## src/rtl/sapho_fifo_pkg.sv

```systemverilog
// Shared FIFO definitions: default DTW buffer geometry and the parameter sanity check
// used by every FIFO instance in the streaming datapaths.
package sapho_fifo_pkg;

  localparam int DTW_WIDTH = 16;
  localparam int DTW_DEPTH = 128;

  // Depth must be a power of two (pointers wrap for free) and thresholds must be ordered.
  function automatic bit fifo_params_valid(input int depth, input int ae_th, input int af_th);
    return (depth >= 4) && ((depth & (depth - 1)) == 0) &&
           (ae_th >= 0) && (ae_th <= af_th) && (af_th <= depth);
  endfunction

endpackage

```

## src/rtl/fifo_ram.sv

```systemverilog
// Simple dual-port storage array: synchronous write, asynchronous read.
module fifo_ram #(
  parameter int WIDTH = 16,
  parameter int DEPTH = 128,
  localparam int AW = $clog2(DEPTH)
) (
  input  logic             clock,
  input  logic             wr_en,
  input  logic [AW-1:0]    wr_addr,
  input  logic [WIDTH-1:0] wr_data,
  input  logic [AW-1:0]    rd_addr,
  output logic [WIDTH-1:0] rd_data
);

  logic [WIDTH-1:0] mem [DEPTH];

  always_ff @(posedge clock) begin
    if (wr_en) begin
      mem[wr_addr] <= wr_data;
    end
  end

  assign rd_data = mem[rd_addr];

endmodule

```

## src/rtl/param_fifo.sv

```systemverilog
// Parametrised single-clock FIFO with exact occupancy count, threshold flags,
// sticky error flags and selectable show-ahead or registered read data.
module param_fifo
  import sapho_fifo_pkg::*;
#(
  parameter int WIDTH     = DTW_WIDTH,
  parameter int DEPTH     = DTW_DEPTH,
  parameter int AE_TH     = 2,
  parameter int AF_TH     = DEPTH - 2,
  parameter int SHOWAHEAD = 1,
  localparam int AW = $clog2(DEPTH)
) (
  input  logic                    clock,
  input  logic                    sclr,
  input  logic signed [WIDTH-1:0] data,
  input  logic                    wrreq,
  input  logic                    rdreq,
  output logic signed [WIDTH-1:0] q,
  output logic [AW:0]             usedw,
  output logic                    empty,
  output logic                    full,
  output logic                    almost_empty,
  output logic                    almost_full,
  output logic                    overflow,
  output logic                    underflow
);

  localparam bit PARAMS_OK = fifo_params_valid(DEPTH, AE_TH, AF_TH);
  localparam logic [AW:0] DEPTH_C = (AW + 1)'(DEPTH);
  localparam logic [AW:0] AE_C    = (AW + 1)'(AE_TH);
  localparam logic [AW:0] AF_C    = (AW + 1)'(AF_TH);

  if (!PARAMS_OK) begin : g_bad_params
    $error("param_fifo: DEPTH must be a power of two >= 4 and AE_TH <= AF_TH <= DEPTH");
  end

  logic [AW-1:0]    wr_ptr_q, wr_ptr_d;
  logic [AW-1:0]    rd_ptr_q, rd_ptr_d;
  logic [AW:0]      count_q, count_d;
  logic             overflow_q, overflow_d;
  logic             underflow_q, underflow_d;
  logic             rd_ok, wr_ok;
  logic [WIDTH-1:0] rd_word;

  assign empty        = (count_q == '0);
  assign full         = (count_q == DEPTH_C);
  assign almost_empty = (count_q < AE_C);
  assign almost_full  = (count_q >= AF_C);
  assign usedw        = count_q;
  assign overflow     = overflow_q;
  assign underflow    = underflow_q;

  // A full FIFO still accepts a write when a read frees a slot in the same cycle.
  always_comb begin
    rd_ok       = rdreq && !empty;
    wr_ok       = wrreq && (!full || rd_ok);
    wr_ptr_d    = wr_ptr_q;
    rd_ptr_d    = rd_ptr_q;
    count_d     = count_q;
    overflow_d  = overflow_q || (wrreq && full && !rd_ok);
    underflow_d = underflow_q || (rdreq && empty);
    if (wr_ok) begin
      wr_ptr_d = wr_ptr_q + 1'b1;
    end
    if (rd_ok) begin
      rd_ptr_d = rd_ptr_q + 1'b1;
    end
    case ({wr_ok, rd_ok})
      2'b10:   count_d = count_q + 1'b1;
      2'b01:   count_d = count_q - 1'b1;
      default: count_d = count_q;
    endcase
  end

  always_ff @(posedge clock) begin
    if (sclr) begin
      wr_ptr_q    <= '0;
      rd_ptr_q    <= '0;
      count_q     <= '0;
      overflow_q  <= 1'b0;
      underflow_q <= 1'b0;
    end else begin
      wr_ptr_q    <= wr_ptr_d;
      rd_ptr_q    <= rd_ptr_d;
      count_q     <= count_d;
      overflow_q  <= overflow_d;
      underflow_q <= underflow_d;
    end
  end

  // Reset wins over a simultaneous write, so the store is gated as well.
  fifo_ram #(
    .WIDTH (WIDTH),
    .DEPTH (DEPTH)
  ) u_ram (
    .clock   (clock),
    .wr_en   (wr_ok && !sclr),
    .wr_addr (wr_ptr_q),
    .wr_data (data),
    .rd_addr (rd_ptr_q),
    .rd_data (rd_word)
  );

  if (SHOWAHEAD != 0) begin : g_showahead
    assign q = empty ? '0 : rd_word;
  end else begin : g_registered
    logic [WIDTH-1:0] q_reg_q, q_reg_d;

    always_comb begin
      q_reg_d = q_reg_q;
      if (rd_ok) begin
        q_reg_d = rd_word;
      end
    end

    always_ff @(posedge clock) begin
      if (sclr) begin
        q_reg_q <= '0;
      end else begin
        q_reg_q <= q_reg_d;
      end
    end

    assign q = q_reg_q;
  end

endmodule
```

## config.mk

```make
export PLATFORM = sky130hd
export DESIGN_NAME = param_fifo
export DESIGN_NICKNAME = d
export VERILOG_FILES = /design/src/rtl/sapho_fifo_pkg.sv /design/src/rtl/fifo_ram.sv /design/src/rtl/param_fifo.sv
export SDC_FILE = /design/constraint.sdc
export NUM_CORES = 2
export LEC_CHECK = 0
export BUFFER_PORTS_ARGS = -buffer_cell sky130_fd_sc_hd__buf_2
export CAP_MARGIN = 5
export CORE_ASPECT_RATIO = 0.6
export CORE_MARGIN = 5
export CORE_UTILIZATION = 40
export CTS_CLUSTER_SIZE = 25
export DETAILED_ROUTE_END_ITERATION = 6
export PLACE_DENSITY_LB_ADDON = 0.2
export SYNTH_ARGS = -nofsm -noshare
export SYNTH_HDL_FRONTEND = slang
export SYNTH_SLANG_ARGS = --single-unit
```

## constraint.sdc

```tcl
create_clock -name clock -period 8.7 [get_ports clock]
set_input_delay 0.87 -clock clock [delete_from_list [all_inputs] [get_ports clock]]
set_output_delay 0.87 -clock clock [all_outputs]
set_load 0.005 [all_outputs]
```

Yosys cells after proc, flatten, opt, wreduce, memory -nomap -nowiden
Memory sizes are Yosys's and may differ from the RTL's. A register that Yosys moved wholly into a read port is not among the register bits.
Index checks and enable logic that the tools add are counted.
{ "word_totals": {"ff_bits": 24, "ram_bits": 2048, "inputBits": 20, "word_cells": 36, "mem_count": 1} }
{ "mem_list": {"columns": ["name", "depth", "word_bits", "read_ports", "rd_ports_with_merged_regs", "write_ports", "line_no", "text"], "rows": [
  ["u_ram.mem", 128, 16, 1, 1, 1, "fifo_ram.sv:15", "logic [WIDTH-1:0] mem [DEPTH];"]
]} }
{ "classes": {"add_sub_neg": 4, "order_cmp": 2, "eq_ne": 3, "n_mux": 6, "reduce_logical": 15} }
{ "ops": {"columns": ["cell", "count"], "rows": [
  ["$mux W16", 1],
  ["$pmux W8 S2", 1],
  ["$add A7 B1 Y7 const B", 2],
  ["$mux W7", 2],
  ["$add A8 B1 Y8 const B", 1],
  ["$eq A8 B8 Y1 const B", 1],
  ["$ge A8 B7 Y1 const B", 1],
  ["$logic_not A8 Y1", 1],
  ["$lt A8 B2 Y1 const B", 1],
  ["$sub A8 B1 Y8 const B", 1],
  ["$logic_and A1 B1 Y1", 6],
  ["$logic_not A1 Y1", 4],
  ["$logic_or A1 B1 Y1", 3],
  ["$eq A2 B1 Y1 const B", 1],
  ["$eq A2 B2 Y1 const B", 1],
  ["$mux W1", 2],
  ["$reduce_bool A2 Y1", 1]
]} }

Depth between registers and ports, before layout
{ "depth": {"ltp_word": 8, "mapped_depth": 11, "ltp_nobuf": 10} }

Modules after synthesis
A second synthesis with hierarchy kept.
{ "hier_totals": {"cells_unflattened": 3259, "hier_area_um2": 79799.0} }
{ "by_module_without_submodules": {"columns": ["mod", "instances", "cells_per_inst", "area_each_um2", "seq_area_each_um2"], "rows": [
  ["fifo_ram", 1, 3070, 78202.5, 61499.0],
  ["param_fifo", 1, 189, 1596.5, 480.5]
]} }

Least setup slack after synthesis
Ideal clock, no wire load.
{ "synth_timing": {"path_kind": "register to register", "startpoint": "reg count_q[1], in the netlist usedw[1]", "endpoint": "reg count_q[7], in the netlist usedw[7]", "setup_ns": 0.075, "arrival_time_ns": 3.360, "required_time_ns": 8.625, "slack_ns": 5.265, "path_stages_with_launch": 12, "n_path_buf": 1, "path_cell_list": "dfxtp_1 -> or4_1 -> buf_2 -> or3_4 -> o21ai_4 -> inv_2 -> ha_1 -> nand3_1 -> o2111a_1 -> or4b_2 -> a21o_1 -> a31oi_1"} }
{ "synth_via": {"elab_chain_cells": 7, "elab_cells_between_ends": 13} }
{ "synth_lines": {"columns": ["element", "line_no", "text"], "rows": [
  ["start: declaration", "param_fifo.sv:39", "logic [AW:0] count_q, count_d;"],
  ["start signal: assignment", "param_fifo.sv:85", "count_q <= count_d;"],
  ["$logic_not A8 Y1", "param_fifo.sv:45", "assign empty = (count_q == '0);"],
  ["$logic_not A1 Y1", "param_fifo.sv:55", "rd_ok = rdreq && !empty;"],
  ["$logic_and A1 B1 Y1", "param_fifo.sv:55", null],
  ["$logic_or A1 B1 Y1", "param_fifo.sv:56", "wr_ok = wrreq && (!full || rd_ok);"],
  ["$logic_and A1 B1 Y1", "param_fifo.sv:56", null],
  ["$eq A2 B1 Y1 or $eq A2 B2 Y1 (tied branches)", "param_fifo.sv:68", "case ({wr_ok, rd_ok})"],
  ["$pmux W8 S2 or $reduce_bool A2 Y1 (tied branches)", null, null]
]} }
Parallel ways exist; a longest one is shown, timed or not.
A chain may end at the register's enable or synchronous reset.

==> results.yml <==
setup_path:
  max_stage_delay_ns: 0.86
  crit_type: "flip-flop to primary output"
  path_cells: "buf_12 -> or3b_2 -> buf_4 -> o221ai_1 -> a221oi_1 -> a211o_1 -> o22ai_1 -> buf_2"
  start_kind: "flip-flop"
  crit_family: "compound AO/OA/AOI/OAI gates"
  crit_fanout: 91
  crit_arrival_ns: 5.21
  r2r-end: "u_ram.mem[98][8]$_DFFE_PP_"
  reg2reg_depth: 6
  rr_startpoint: "usedw[1]$_SDFFE_PP0P_"
  crit_path_end_kind: "primary output"
  required_ns: 7.83
  reg2reg_slack_ns: 4.32
  path_buf_inv: 3
  cp_slowest_cell: "dfxtp_4"
placement:
  dpl_worst_slack_ns: 3.352
  placed_area_um2: 83930
  numPortBuffers: 49
  dp_hpwl_um: 125800
  gp_congestion: 0.7934
  placedCellCount: 6378
floorplan:
  coreArea_um2: 199100
  dieArea_um2: 209000
  die_h_um: 356.1
  pin_count: 50
  die_x_um: 586.9
  rows: 127
  initial_utilization_pct: 40.11
logic_synthesis:
  syn_nets: 3753
  synth_area_leaders: "edfxtp_1 77%, mux4_2 12%, mux2i_1 1.6%"
  yosys-top-cells-count: "2048 x edfxtp_1, 416 x mux4_2, 160 x nor2_1"
  avgSynthCellArea_um2: 21.45
  synthArstFlopShare_pct: 0
  synth_top_family_by_area: "multiplexers"
  yosysUniqueCellTypes: 72
  yosys.area_share.xor_xnor_pct: 0.1645
  yosysMostFrequentCell: "edfxtp_1"
  synth_compound_area_share_pct: 3.614
  yosys.area.top_type: "edfxtp_1"
  yosysSeqAreaShare_pct: 77.78
  synth_edf_count: 2048
  ys_seq_elements: 2079
  netlist_area_um2: 79860
  dominantRegCellSynth: "edfxtp_1"
  muxShareOfSynthArea_pct: 14.73
  syn_inst: 3724
  synth_top_area_share_pct: 77.01
  synth_fa_ha_area_share_pct: 0.1504
  synth_simple_gate_area_share_pct: 2.212
  yosys_warnings: 0
sta:
  hold_viol: 0
  rsz0062_at_grt: "no"
  postLayoutSetupSlackWorst_ns: 2.623
  fin_crit_ns: 6.077
  finalClockSkew_ns: 0.08909
  fmax_mhz: 164.6
  max_slew_margin_pct: 23.33
  tightest_slew_ns: 1.150
  final_max_slew_viol_count: 0
  setup_tns_ns: 0
  period_share_pct: 69.85
  setup_violations: 0
detailed_routing:
  antenna_left: 0
  dr_total_vias: 39125
  drtIter0Drc: 5031
  drc_errors: 0
  drt-wirelength-per-cell_um: 31.36
  drt_wl_total_um: 211000
  dr.pass1.iters: 5
  via_per_inst: 5.816
clock_tree:
  cts_resized: 0
  cts_buffers: 195
  clk_latency_ns: 0.82
  cts_tree: "done"
  cts_root_buf: "clkbuf_16"
  cts.sinks: 2079
  cts_hold_buf: 0
  clkTransAtPathRegs_ns: 0.07
  clockBufferDepth: 4
  postCtsSetupBuffers: 0
  htreeDepth: 4
global_routing:
  grt_max_degree: 119
  grt_pass1_vias: 38183
  antenna_found_initial: 5
  grt-ovfl-total: 0
  grt_pass1_wl_um: 298200
  track_usage_pct: 19.87
finish:
  fin_nets: 3960
  area_growth_pct: 12.71
  drive_gt1_share_pct: 26.08
  finish.instance_area_um2: 90010
  stdcell_count: 6727
pwr:
  pwr-share-seq_pct: 48.0
  power_frac_comb_pct: 16.2
  p_clk_share_pct: 35.8
  switching_share_pct: 25.62
  power.leakage_nw: 27.26
  p_per_area_nw_per_um2: 257.8
  power.switching_w: 0.005945
  p_int_w: 0.01726
  ir_drop_mv: 0.2402
run:
  max_cap_violations: 0
min_path:
  hp-class: "primary input to flip-flop"
  min_path_cells: 3
  hold_end: "underflow$_SDFF_PP0_"
  worstHoldStart: "rdreq"
status:
  outcome: "completed"
## tightest hold or removal path: cells and delay by family
family	cells	cell delay, ns
buffers and inverters	1	0.14
AOI/OAI and AO/OA	1	0.07
and+or+nand+nor	1	0.06
## worst max path at each step
| stage | slack, ns | depth (start not counted) | startpoint | endpoint |
|---|---|---|---|---|
| global placement | 3.37 | 8 | flip-flop | q[6] |
| global route | 2.26 | 8 | flip-flop | q[6] |
| finish | 2.62 | 8 | flip-flop | q[6] |
| CTS | 2.44 | 8 | flip-flop | q[6] |
| floorplan | 5.27 | 11 | usedw[1]$_SDFFE_PP0P_ | usedw[7]$_SDFFE_PP0P_ |
| detailed placement | 3.35 | 8 | flip-flop | q[6] |
## per-stage QoR
| step | hold slack, ns | total power, W | utilization [%] |
|---|---|---|---|
| after floorplan | 0.4604 | 0.01375 | - |
| after CTS | 0.2947 | 0.02343 | 45.20 |
| after global placement | 0.4437 | 0.01515 | 42.16 |
| after global routing | 0.3658 | 0.02405 | 45.21 |
| after detailed placement | 0.4550 | 0.01516 | 42.16 |
| final | 0.3562 | 0.02321 | 45.21 |
## layer usage
metal,vias to the layer above,track usage [%],part of all wire (%)
li1,16101,-,-
met1,21014,31.71,46
met2,1740,26.88,41
met3,270,5.283,9.8
met4,0,4.824,2.5
met5,-,0,0
## kinds of logic (layout without fill, tap and decap cells)
logic type,Yosys count,in the layout
AOI/OAI and AO/OA,371,371
and+or+nand+nor,384,384
adders and majority gates,9,9
xor gates and xnor gates,15,15
DFF,2079,2079
other,0,4
buffers and inverters,223,578
muxes,643,643
## power by group through the flow
stage / clock, W / combinational [W] / sequential [W]
final: 0.00832 / 0.00376 / 0.0111
after floorplan: 0 / 0.00248 / 0.0113
after detailed placement: 0 / 0.00381 / 0.0114
after global placement: 0 / 0.00380 / 0.0113
after global routing: 0.00892 / 0.00399 / 0.0111
after CTS: 0.00848 / 0.00382 / 0.0111
## registers in the layout, summed over array words and instances (netlist names), named ones only
| signal | flops |
|---|---|
| overflow | 1 |
| underflow | 1 |
| u_ram.mem | 2048 |
| rd_ptr_q | 7 |
| usedw | 8 |
| wr_ptr_q | 7 |
## cell usage in the layout, fill, tap and decap left out, drive strengths merged, types with 26 or more instances in the layout
cell    instances
nand2          87
mux2           97
edfxtp       2048
buf           226
a22oi         113
dfxtp          31
clkinv         90
o22ai          32
mux4          416
a221oi         47
nand3          83
a211oi         30
clkbuf        230
o21ai          26
mux2i         130
o221ai         48
nor2          160
## final cells by class
cell class / instances / area, um^2
Antenna cell: 4 / 10.01
Clock buffer: 230 / 5064
Sequential cell: 2079 / 62130
Timing Repair Buffer: 226 / 1714
Fill cell: 16642 / 109100
Tap cell: 2644 / 3308
Inverter: 7 / 26.28
Multi-Input combinational cell: 1422 / 16760
Clock inverter: 115 / 1006
Note: power is estimated with default switching activity, not from simulation.
